<file path="config.mk">
export PLATFORM = sky130hd
export DESIGN_NAME = imuldiv_int_mul_div_dispatch
export DESIGN_NICKNAME = d
export VERILOG_FILES = /design/src/rtl/imuldiv_int_mul_div_dispatch_pkg.sv /design/src/rtl/imuldiv_MulDivTagQueue.sv /design/src/rtl/imuldiv_int_mul_div_dispatch.sv
export SDC_FILE = /design/constraint.sdc
export NUM_CORES = 1
export LEC_CHECK = 0
export BUFFER_PORTS_ARGS = -buffer_cell sky130_fd_sc_hd__buf_2
export CORE_AREA = 4 4 142 144
export DETAILED_ROUTE_END_ITERATION = 7
export DIE_AREA = 0 0 146 148
export HOLD_SLACK_MARGIN = 0.05
export PLACE_DENSITY = 0.48
export SETUP_SLACK_MARGIN = 0.05
export SLEW_MARGIN = 40
export SYNTH_ARGS = -nofsm -noshare
export SYNTH_HDL_FRONTEND = slang
export SYNTH_SLANG_ARGS = --single-unit
</file>
<file path="constraint.sdc">
create_clock -name clk -period 3.6 [get_ports clk]
set_clock_uncertainty 0.15 [all_clocks]
set_input_delay 0.9 -clock clk [delete_from_list [all_inputs] [get_ports clk]]
set_output_delay 0.9 -clock clk [all_outputs]
set_load 0.01 [all_outputs]
</file>
<file path="src/rtl/imuldiv_int_mul_div_dispatch_pkg.sv">
`default_nettype none
// ============================================================================
//  Module      : imuldiv_int_mul_div_dispatch_pkg
//  Description : Shared definitions for the mul/div dispatch front-end:
//                operation codes, response-source tag encoding and a helper
//                that maps an operation code onto its tag.
//  Revision    : 1.0 - initial release
// ============================================================================
package imuldiv_int_mul_div_dispatch_pkg;

    // Operation codes carried on muldivreq_msg_fn; 5..7 are reserved (NONE)
    localparam logic [2:0] c_FN_MUL  = 3'd0;
    localparam logic [2:0] c_FN_DIV  = 3'd1;
    localparam logic [2:0] c_FN_DIVU = 3'd2;
    localparam logic [2:0] c_FN_REM  = 3'd3;
    localparam logic [2:0] c_FN_REMU = 3'd4;

    // Which unit owes the response for an outstanding operation
    typedef enum logic [1:0] {
        SRC_MUL  = 2'd0,
        SRC_DIV  = 2'd1,
        SRC_NONE = 2'd2
    } src_e;

    // One tag per outstanding operation; hi selects the remainder half
    typedef struct packed {
        src_e src;
        logic hi;
    } tag_t;

    localparam int c_TAG_W = $bits(tag_t);

    // Classify an incoming operation code into the tag that is queued for it
    function automatic tag_t fn_to_tag(input logic [2:0] fn);
        tag_t t;
        t.src = SRC_NONE;
        t.hi  = 1'b0;
        case (fn)
            c_FN_MUL:             t.src = SRC_MUL;
            c_FN_DIV, c_FN_DIVU:  t.src = SRC_DIV;
            c_FN_REM, c_FN_REMU: begin
                t.src = SRC_DIV;
                t.hi  = 1'b1;
            end
            default:              t.src = SRC_NONE;
        endcase
        return t;
    endfunction

endpackage
`default_nettype wire

</file>
<file path="src/rtl/imuldiv_MulDivTagQueue.sv">
`default_nettype none
// ============================================================================
//  Module      : imuldiv_MulDivTagQueue
//  Description : Circular FIFO of response tags. Head entry is presented
//                combinationally; full/empty come from the registered count.
//                Enqueue while full and dequeue while empty are ignored.
//  Revision    : 1.0 - initial release
// ============================================================================
module imuldiv_MulDivTagQueue
    import imuldiv_int_mul_div_dispatch_pkg::*;
#(
    parameter  int DEPTH = 2,
    localparam int CNT_W = $clog2(DEPTH + 1),
    localparam int PTR_W = (DEPTH > 1) ? $clog2(DEPTH) : 1
) (
    input  logic             clk,
    input  logic             reset,
    input  logic             enq_val,
    input  tag_t             enq_tag,
    input  logic             deq_val,
    output tag_t             deq_tag,
    output logic             full,
    output logic             empty,
    output logic [CNT_W-1:0] count
);

    localparam logic [PTR_W-1:0] c_PTR_LAST = PTR_W'(DEPTH - 1);
    localparam logic [CNT_W-1:0] c_CNT_FULL = CNT_W'(DEPTH);

    logic [PTR_W-1:0] head_q, head_d;
    logic [PTR_W-1:0] tail_q, tail_d;
    logic [CNT_W-1:0] count_q, count_d;
    tag_t             entries_q [DEPTH];
    tag_t             entries_d [DEPTH];

    logic             w_do_enq;
    logic             w_do_deq;

    // Pointers wrap at DEPTH, which need not be a power of two
    function automatic logic [PTR_W-1:0] ptr_inc(input logic [PTR_W-1:0] p);
        return (p == c_PTR_LAST) ? '0 : p + PTR_W'(1);
    endfunction

    assign full     = (count_q == c_CNT_FULL);
    assign empty    = (count_q == '0);
    assign count    = count_q;
    assign deq_tag  = entries_q[head_q];
    assign w_do_enq = enq_val & ~full;
    assign w_do_deq = deq_val & ~empty;

    // Next-state for storage, pointers and occupancy
    always_comb begin
        entries_d = entries_q;
        head_d    = head_q;
        tail_d    = tail_q;
        count_d   = count_q;
        if (w_do_enq) begin
            entries_d[tail_q] = enq_tag;
            tail_d            = ptr_inc(tail_q);
        end
        if (w_do_deq) begin
            head_d = ptr_inc(head_q);
        end
        case ({w_do_enq, w_do_deq})
            2'b10:   count_d = count_q + CNT_W'(1);
            2'b01:   count_d = count_q - CNT_W'(1);
            default: count_d = count_q;
        endcase
    end

    // Control state clears on reset; payload storage needs no reset
    always_ff @(posedge clk) begin
        if (reset) begin
            head_q  <= '0;
            tail_q  <= '0;
            count_q <= '0;
        end else begin
            head_q  <= head_d;
            tail_q  <= tail_d;
            count_q <= count_d;
        end
    end

    // Tag storage update
    always_ff @(posedge clk) begin
        entries_q <= entries_d;
    end

endmodule
`default_nettype wire

</file>
<file path="src/rtl/imuldiv_int_mul_div_dispatch.sv">
`default_nettype none
// ============================================================================
//  Module      : imuldiv_int_mul_div_dispatch
//  Description : Steers muldiv requests to the iterative multiplier or
//                divider, remembers issue order in a tag queue and merges the
//                unit responses into one in-order 32-bit response stream.
//                Optional macro IMULDIV_DISPATCH_PIPE_EN adds a one-entry
//                output register on the response (+1 cycle, full rate).
//  Revision    : 1.0 - initial release
// ============================================================================
module imuldiv_int_mul_div_dispatch
    import imuldiv_int_mul_div_dispatch_pkg::*;
#(
    parameter int QDEPTH = 2
) (
    input  logic        clk,
    input  logic        reset,

    input  logic [2:0]  muldivreq_msg_fn,
    input  logic [31:0] muldivreq_msg_a,
    input  logic [31:0] muldivreq_msg_b,
    input  logic        muldivreq_val,
    output logic        muldivreq_rdy,

    output logic [31:0] mulreq_msg_a,
    output logic [31:0] mulreq_msg_b,
    output logic        mulreq_val,
    input  logic        mulreq_rdy,

    input  logic [63:0] mulresp_msg_result,
    input  logic        mulresp_val,
    output logic        mulresp_rdy,

    output logic [2:0]  divreq_msg_fn,
    output logic [31:0] divreq_msg_a,
    output logic [31:0] divreq_msg_b,
    output logic        divreq_val,
    input  logic        divreq_rdy,

    input  logic [63:0] divresp_msg_result,
    input  logic        divresp_val,
    output logic        divresp_rdy,

    output logic [31:0] muldivresp_msg_result,
    output logic        muldivresp_val,
    input  logic        muldivresp_rdy
);

    localparam int CNT_W = $clog2(QDEPTH + 1);

    tag_t             w_req_tag;
    tag_t             w_head_tag;
    logic             w_full;
    logic             w_empty;
    logic [CNT_W-1:0] w_count;
    logic             w_enq;
    logic             w_deq;
    logic             w_req_rdy;

    logic             w_head_val;
    logic [31:0]      w_head_result;
    logic             w_sel_mul;
    logic             w_sel_div;
    logic             w_unused;

    // ------------------------------------------------------------------
    // Request side
    // ------------------------------------------------------------------
    assign w_req_tag     = fn_to_tag(muldivreq_msg_fn);

    assign mulreq_msg_a  = muldivreq_msg_a;
    assign mulreq_msg_b  = muldivreq_msg_b;
    assign divreq_msg_fn = muldivreq_msg_fn;
    assign divreq_msg_a  = muldivreq_msg_a;
    assign divreq_msg_b  = muldivreq_msg_b;

    // Only the selected unit sees val; full looks at the registered count
    // alone so a same-cycle response never opens a path to request ready
    always_comb begin
        mulreq_val = 1'b0;
        divreq_val = 1'b0;
        w_req_rdy  = 1'b0;
        case (w_req_tag.src)
            SRC_MUL: begin
                mulreq_val = muldivreq_val & ~w_full;
                w_req_rdy  = mulreq_rdy & ~w_full;
            end
            SRC_DIV: begin
                divreq_val = muldivreq_val & ~w_full;
                w_req_rdy  = divreq_rdy & ~w_full;
            end
            default: begin
                w_req_rdy  = ~w_full;
            end
        endcase
    end

    assign muldivreq_rdy = w_req_rdy;
    assign w_enq         = muldivreq_val & w_req_rdy;

    imuldiv_MulDivTagQueue #(
        .DEPTH   (QDEPTH)
    ) u_tag_queue (
        .clk     (clk),
        .reset   (reset),
        .enq_val (w_enq),
        .enq_tag (w_req_tag),
        .deq_val (w_deq),
        .deq_tag (w_head_tag),
        .full    (w_full),
        .empty   (w_empty),
        .count   (w_count)
    );

    // ------------------------------------------------------------------
    // Response side
    // ------------------------------------------------------------------
    // Only the unit owed the oldest response is looked at; the other one is
    // left holding its response until its tag reaches the head
    always_comb begin
        w_head_val    = 1'b0;
        w_head_result = '0;
        w_sel_mul     = 1'b0;
        w_sel_div     = 1'b0;
        if (!w_empty) begin
            case (w_head_tag.src)
                SRC_MUL: begin
                    w_sel_mul     = 1'b1;
                    w_head_val    = mulresp_val;
                    w_head_result = mulresp_msg_result[31:0];
                end
                SRC_DIV: begin
                    w_sel_div     = 1'b1;
                    w_head_val    = divresp_val;
                    w_head_result = w_head_tag.hi ? divresp_msg_result[63:32]
                                                  : divresp_msg_result[31:0];
                end
                default: begin
                    w_head_val    = 1'b1;
                    w_head_result = '0;
                end
            endcase
        end
    end

`ifdef IMULDIV_DISPATCH_PIPE_EN
    logic        out_val_q, out_val_d;
    logic [31:0] out_result_q, out_result_d;
    logic        w_load_en;
    logic        w_load;

    // The register may refill in the same cycle it drains, keeping full rate
    assign w_load_en   = ~out_val_q | muldivresp_rdy;
    assign w_load      = w_head_val & w_load_en;
    assign w_deq       = w_load;
    assign mulresp_rdy = w_sel_mul & w_load_en;
    assign divresp_rdy = w_sel_div & w_load_en;

    // Output register next-state: load wins over drain
    always_comb begin
        out_val_d    = out_val_q;
        out_result_d = out_result_q;
        if (w_load) begin
            out_val_d    = 1'b1;
            out_result_d = w_head_result;
        end else if (muldivresp_rdy) begin
            out_val_d    = 1'b0;
        end
    end

    // Output register state
    always_ff @(posedge clk) begin
        if (reset) begin
            out_val_q    <= 1'b0;
            out_result_q <= '0;
        end else begin
            out_val_q    <= out_val_d;
            out_result_q <= out_result_d;
        end
    end

    assign muldivresp_val        = out_val_q;
    assign muldivresp_msg_result = out_result_q;
`else
    assign mulresp_rdy           = w_sel_mul & muldivresp_rdy;
    assign divresp_rdy           = w_sel_div & muldivresp_rdy;
    assign muldivresp_val        = w_head_val;
    assign muldivresp_msg_result = w_head_result;
    assign w_deq                 = w_head_val & muldivresp_rdy;
`endif

    // The multiplier's upper half and the occupancy count are not consumed
    assign w_unused = ^{w_count, mulresp_msg_result[63:32]};

endmodule
`default_nettype wire
</file>
==> Word level (Yosys, flattened, before mapping) <==
Cells that the tools add are included.
{ "totals": {"word_cells": 67, "ram_bits": 0, "latchBits": 0, "output_inout_bits": 169, "rom_bits": 0, "regBits": 10, "n_memories": 0, "inputBits": 203} }
{ "classes": {"n_mul": 0, "magnitude_cmp": 3, "n_eq_ne": 9, "add_sub_neg": 4, "shifts": 0, "div_mod_pow": 0, "n_bitwise": 13, "n_reduce_logical": 8, "muxes": 23} }
{ "op_table": {"columns": ["op", "count"], "rows": [
  ["32-bit two-way mux", 2],
  ["32-bit case mux with 2 select lines", 1],
  ["3-bit two-way mux", 4],
  ["1-bit two-way mux", 10],
  ["1-bit AND", 9],
  ["2-bit case mux with 2 select lines", 2],
  ["6-bit bitwise mux", 1],
  ["2-bit by 1-bit == test with 1-bit output, second input constant", 3],
  ["3-bit by 2-bit == test with 1-bit output, second input constant", 2],
  ["2-bit logical NOT", 3],
  ["2-bit == test, second input constant", 2],
  ["2-bit greater-or-equal comparator, second input constant", 2],
  ["1-bit inverter with 2-bit output", 2],
  ["1-bit case mux with 2 select lines", 2],
  ["4-bit OR reduction", 1],
  ["3-bit demux with 1-bit select", 1],
  ["3-bit by 1-bit == test with 1-bit output, second input constant", 1],
  ["3-bit == test, second input constant", 1],
  ["3-bit logical NOT", 1],
  ["1-bit adder, second input constant", 2],
  ["2-bit by 1-bit adder with 2-bit output, second input constant", 1],
  ["2-bit by 1-bit < comparator with 1-bit output, second input constant", 1],
  ["1-bit inverter", 2],
  ["2-bit nonzero test", 1],
  ["3 further kinds", 3]
]} }

==> Longest topological paths before layout <==
{ "depth": {"ltp_word": 11, "ltp_mapped": 8, "ltp_nobuf": 7} }

==> Cells and area by module <==
A second synthesis with hierarchy kept.
{ "hier_totals": {"cells_unflattened": 297, "area_unflattened_um2": 2323.5} }
{ "by_module_without_submodules": {"columns": ["mod", "cells_each", "n_inst", "seq_area_each_um2", "area_each_um2"], "rows": [
  ["imuldiv_int_mul_div_dispatch", 264, 1, 0.0, 1909.3],
  ["imuldiv_MulDivTagQueue", 33, 1, 260.2, 414.1]
]} }

==> Worst setup path after synthesis <==
No wires, ideal clock.
{ "synth_timing": {"path_type": "input to register", "from": "input port muldivreq_msg_fn[1]", "to": "register u_tag_queue.count_q[1], in the netlist u_tag_queue.count[1]", "setup_ns": 0.070, "path_slack_ns": 0.883, "t_arrival_ns": 2.497, "required_ns": 3.380, "stages": 6, "path_buffers": 0, "path_cell_list": "nor2_1 mux2_4 or2_2 ha_1 or3_1 a21oi_1"} }
{ "synth_between": {"elab_chain_cells": 9, "word_cells_on_any_way": 16, "classes_between": "eq/ne: 7; mux: 3; bitwise: 2; reduce/logical: 4"} }
{ "synth_lines": {"columns": ["item", "line_no", "text"], "rows": [
  ["start: declaration", "imuldiv_int_mul_div_dispatch.sv:19", "input logic [2:0] muldivreq_msg_fn,"],
  ["3-bit by 2-bit == test with 1-bit output, or another cell as far along", "imuldiv_int_mul_div_dispatch_pkg.sv:38", "case (fn)"],
  ["4-bit OR reduction (no source line)", null, null],
  ["2-bit case mux with 2 select lines *", "imuldiv_int_mul_div_dispatch_pkg.sv:38", null],
  ["2-bit by 1-bit == test with 1-bit output / 2-bit logical NOT (equally long branches)", "imuldiv_int_mul_div_dispatch.sv:83", "case (w_req_tag.src)"],
  ["1-bit case mux with 2 select lines *", "imuldiv_int_mul_div_dispatch.sv:83", null],
  ["1-bit AND *", "imuldiv_int_mul_div_dispatch.sv:99", "assign w_enq = muldivreq_val & w_req_rdy;"],
  ["1-bit AND *", "imuldiv_MulDivTagQueue.sv:48", "assign w_do_enq = enq_val & ~full;"],
  ["2-bit by 1-bit == test with 1-bit output / 2-bit == test (equally long branches)", "imuldiv_MulDivTagQueue.sv:64", "case ({w_do_enq, w_do_deq})"],
  ["2-bit case mux with 2 select lines / 2-bit nonzero test (equally long branches)", null, null],
  ["end signal: assignment", "imuldiv_MulDivTagQueue.sv:80", "count_q <= count_d;"],
  ["end: declaration", "imuldiv_MulDivTagQueue.sv:32", "logic [CNT_W-1:0] count_q, count_d;"]
]} }
Mark *: on every way between the ends. The rest lies on a longest branch, timed or not.
A chain may end at the register's enable or synchronous reset.

==> Worst setup path after layout <==
{ "layout_timing": {"from": "register u_tag_queue.head_q", "to": "output port muldivresp_msg_result[12]"} }
{ "layout_between": {"elab_chain_cells": 7, "word_cells_on_any_way": 9, "classes_between": "eq/ne: 1; mux: 6; bitwise: 1; reduce/logical: 1"} }
{ "layout_lines": {"columns": ["item", "line_no", "text"], "rows": [
  ["start: declaration", "imuldiv_MulDivTagQueue.sv:30", "logic [PTR_W-1:0] head_q, head_d;"],
  ["start signal: assignment", "imuldiv_MulDivTagQueue.sv:74", "head_q <= '0;"],
  ["start signal: assignment", "imuldiv_MulDivTagQueue.sv:78", "head_q <= head_d;"],
  ["1-bit inverter with 2-bit output (not written as such) *", "imuldiv_MulDivTagQueue.sv:47", "assign deq_tag = entries_q[head_q];"],
  ["3-bit two-way mux (not written as such) * (3 in a row)", "imuldiv_MulDivTagQueue.sv:47", null],
  ["2-bit by 1-bit == test with 1-bit output, or another cell as far along", "imuldiv_int_mul_div_dispatch.sv:126", "case (w_head_tag.src)"],
  ["32-bit case mux with 2 select lines *", "imuldiv_int_mul_div_dispatch.sv:126", null],
  ["32-bit two-way mux *", "imuldiv_int_mul_div_dispatch.sv:125", "if (!w_empty) begin"],
  ["end: declaration", "imuldiv_int_mul_div_dispatch.sv:44", "output logic [31:0] muldivresp_msg_result,"]
]} }
Mark *: on every way between the ends. The rest lies on a longest branch, timed or not. The select of a mux whose other input is x is not followed.

==> flow_summary.json <==
{
  "status": "complete, no violations",
  "area_growth_pct": 5.947,
  "maxSlewHeadroom_pct": 54.90,
  "worstHoldStart": "u_tag_queue.tail_q$_SDFFE_PP0N_",
  "arrival_ns": 2.29,
  "dr.pass1.iters": 4,
  "ctsHoldBuffers": 0,
  "dieHeight_um": 148,
  "num-nets-final": 523,
  "cts_resized": 0,
  "antenna_found_initial": 0,
  "port_buffers": 147,
  "wl_per_cell_um": 16.88,
  "timing.setup.tns_ns": 0,
  "cts_made_buffers": 3,
  "synth_area_per_cell_um2": 8.416,
  "path_buf_inv": 2,
  "grt_use_total_pct": 7.854,
  "synth_area_um2": 2525,
  "clkLatencyLatePin_ns": 0.24,
  "yosysSeqAreaShare_pct": 10.31,
  "max_stage_delay_ns": 0.61,
  "internal-power_uw": 688.7,
  "final_area_um2": 2675,
  "period_share_pct": 92.65,
  "power.share.switching_pct": 41.61,
  "start_util_pct": 13.50,
  "cts_max_level": 1,
  "grt_pass1_wl_mm": 12.94,
  "hpwl_mm": 8.146,
  "core-area_um2": 18710,
  "clock_sinks": 10,
  "drt_wl_total_mm": 9.315,
  "core.rowCount": 50,
  "maxSlewViolCount": 0,
  "synth_warnings": 0,
  "die_x_um": 146,
  "synth-main-ff-cell": "edfxtp_1",
  "vias_per_cell": 3.567,
  "syn_nets": 504,
  "synth_edf_count": 6,
  "antenna_cells": 0,
  "cts_root_buf": "clkbuf_16",
  "hold_path.class": "flip-flop to flip-flop",
  "place_area_um2": 2586,
  "crit_path_top_delay_cell": "dfxtp_1",
  "overflow": 0,
  "die_area_um2": 21610,
  "critPathLaunchType": "flip-flop",
  "clk_path_buf_depth": 2,
  "drtIter0Drc": 63,
  "setup_viol": 0,
  "grt_max_degree": 22,
  "required_ns": 2.55,
  "switching_power_uw": 490.7,
  "path_clk_slew_ns": 0.04,
  "synth_cell_types": 29,
  "comb_power_share_pct": 65.5,
  "ir_drop_v": 0.0001528,
  "cts_tree": "yes",
  "rsz0062_at_grt": "false",
  "fmax_mhz": 299.8,
  "vias": 1969,
  "grt_pass1_vias": 1994,
  "cp_top_family": "multiplexers",
  "cap_violations": 0,
  "drc_errors": 0,
  "hold_viol": 0,
  "min_period_ns": 3.335,
  "ys_ff_latch": 10,
  "crit_fanout": 21,
  "ant_nets": 0,
  "layout_common_cells": "147 x buf_2, 39 x nor2_1, 31 x mux2_4, 31 x a22oi_1, 11 x buf_4",
  "power.share.clock_pct": 18.9,
  "crit_type": "flip-flop to output port",
  "power_frac_seq_pct": 15.7,
  "io-pin-count": 372,
  "p_leak_nw": 1.316,
  "power_density_nw_per_um2": 440.9,
  "worstMarginPinSlew_ns": 0.6764,
  "synthArstFlopShare_pct": 0,
  "reg2reg_from": "u_tag_queue.head_q$_SDFFE_PP0P_",
  "drive_above_1_share_pct": 63.84,
  "setup.worst_path.end_class": "output port",
  "cts_setup_buffers": 0,
  "gp_congestion": 0.7247,
  "crit_chain": "mux2i_4 -> buf_12 -> mux2_4 -> a22oi_1 -> nor2_1 -> buf_2",
  "startpoint": "u_tag_queue.head_q$_SDFFE_PP0P_",
  "syn_inst": 300,
  "layout_commonest_cell": "buf_2"
}
worst reg2reg max path: stages (launching register included):
cell and delay (ns):
dfxtp_1 0.61, nand2_1 0.17, o32ai_4 0.38, buf_4 0.29, a221oi_2 0.09, ha_1 0.35, or3_1 0.38, a21oi_1 0.14
cells by family after synthesis:
family                     after synthesis  share of synthesized area (%)
AOI/OAI and AO/OA                       45                          14.62
DFF                                     10                          10.31
and+or+nand+nor                         53                          8.870
adders and majority gates                1                         0.4955
muxes                                   37                          21.46
xor gates and xnor gates                 2                         0.6939
buffers and inverters                  152                          43.56
final timing paths:
path	slack (ns)	end	cells after the start
min	0.34	u_tag_queue.tail_q$_SDFFE_PP0N_	2
max reg2reg	0.96	u_tag_queue.count[1]$_SDFFE_PP0P_	7
min reg2reg	0.34	u_tag_queue.tail_q$_SDFFE_PP0N_	2
max	0.26	muldivresp_msg_result[12]	6
per-layer routing:
| layer | track usage [%] | wire (µm) | vias up |
|---|---|---|---|
| met5 | 0 | 0 | - |
| met4 | 4.186 | 448 | 0 |
| met3 | 3.801 | 1277 | 39 |
| met2 | 14.12 | 4740 | 171 |
| met1 | 7.397 | 2850 | 838 |
| li1 | - | - | 921 |
per-stage QoR:
stage	worst slack, ns	total power, mW	std cells	hold slack (ns)	utilization (%)
4_1_cts	0.2112	1.209	552	0.3413	14.30
2_1_floorplan	0.8834	0.8305	300	0.3062	-
5_1_grt	0.1167	1.278	552	0.3803	14.30
6_report	0.2645	1.179	552	0.3435	14.30
3_3_place_gp	0.4749	0.9815	548	0.3287	13.83
3_5_place_dp	0.4748	0.9814	548	0.3338	13.83
synthesized netlist by cell type, types with 2 or more instances:
library cell  count  area [µm²]
mux2_4           31       465.5
buf_4           131       983.4
inv_1             7       26.28
nor3_1            2       10.01
mux2_2            2       22.52
clkbuf_1          4       15.01
buf_6             4       45.04
buf_2             6       30.03
o21ai_0           6       30.03
edfxtp_1          6       180.2
mux2i_1           2       20.02
a22oi_1          31       232.7
nor2_1           39       146.4
dfxtp_1           4       80.08
nor2b_1           5       31.28
a21oi_1           3       15.01
or3_1             2       12.51
o32ai_4           2       55.05
nand2_1           3       11.26
cell type report:
type	count	area, µm²
flip-flops and latches	10	260.3
clock buffers	4	88.84
well taps	234	292.8
multi-input cells	138	1169
fillers	2126	16030
repair buffers	159	838.3
inverters	7	26.28
flip-flops by register name, indices dropped and copies added (netlist names):
signal / flops
u_tag_queue.head_q: 1
u_tag_queue.count: 2
u_tag_queue.tail_q: 1
u_tag_queue.entries_q: 6
power groups by stage:
stage / clock (mW) / combinational, mW / sequential, mW
5_1_grt: 0.233 / 0.857 / 0.189
3_5_place_dp: 0 / 0.796 / 0.186
2_1_floorplan: 0 / 0.673 / 0.158
4_1_cts: 0.226 / 0.799 / 0.184
6_report: 0.222 / 0.772 / 0.185
3_3_place_gp: 0 / 0.796 / 0.185
No activity file was read; power rests on OpenSTA's default activity.
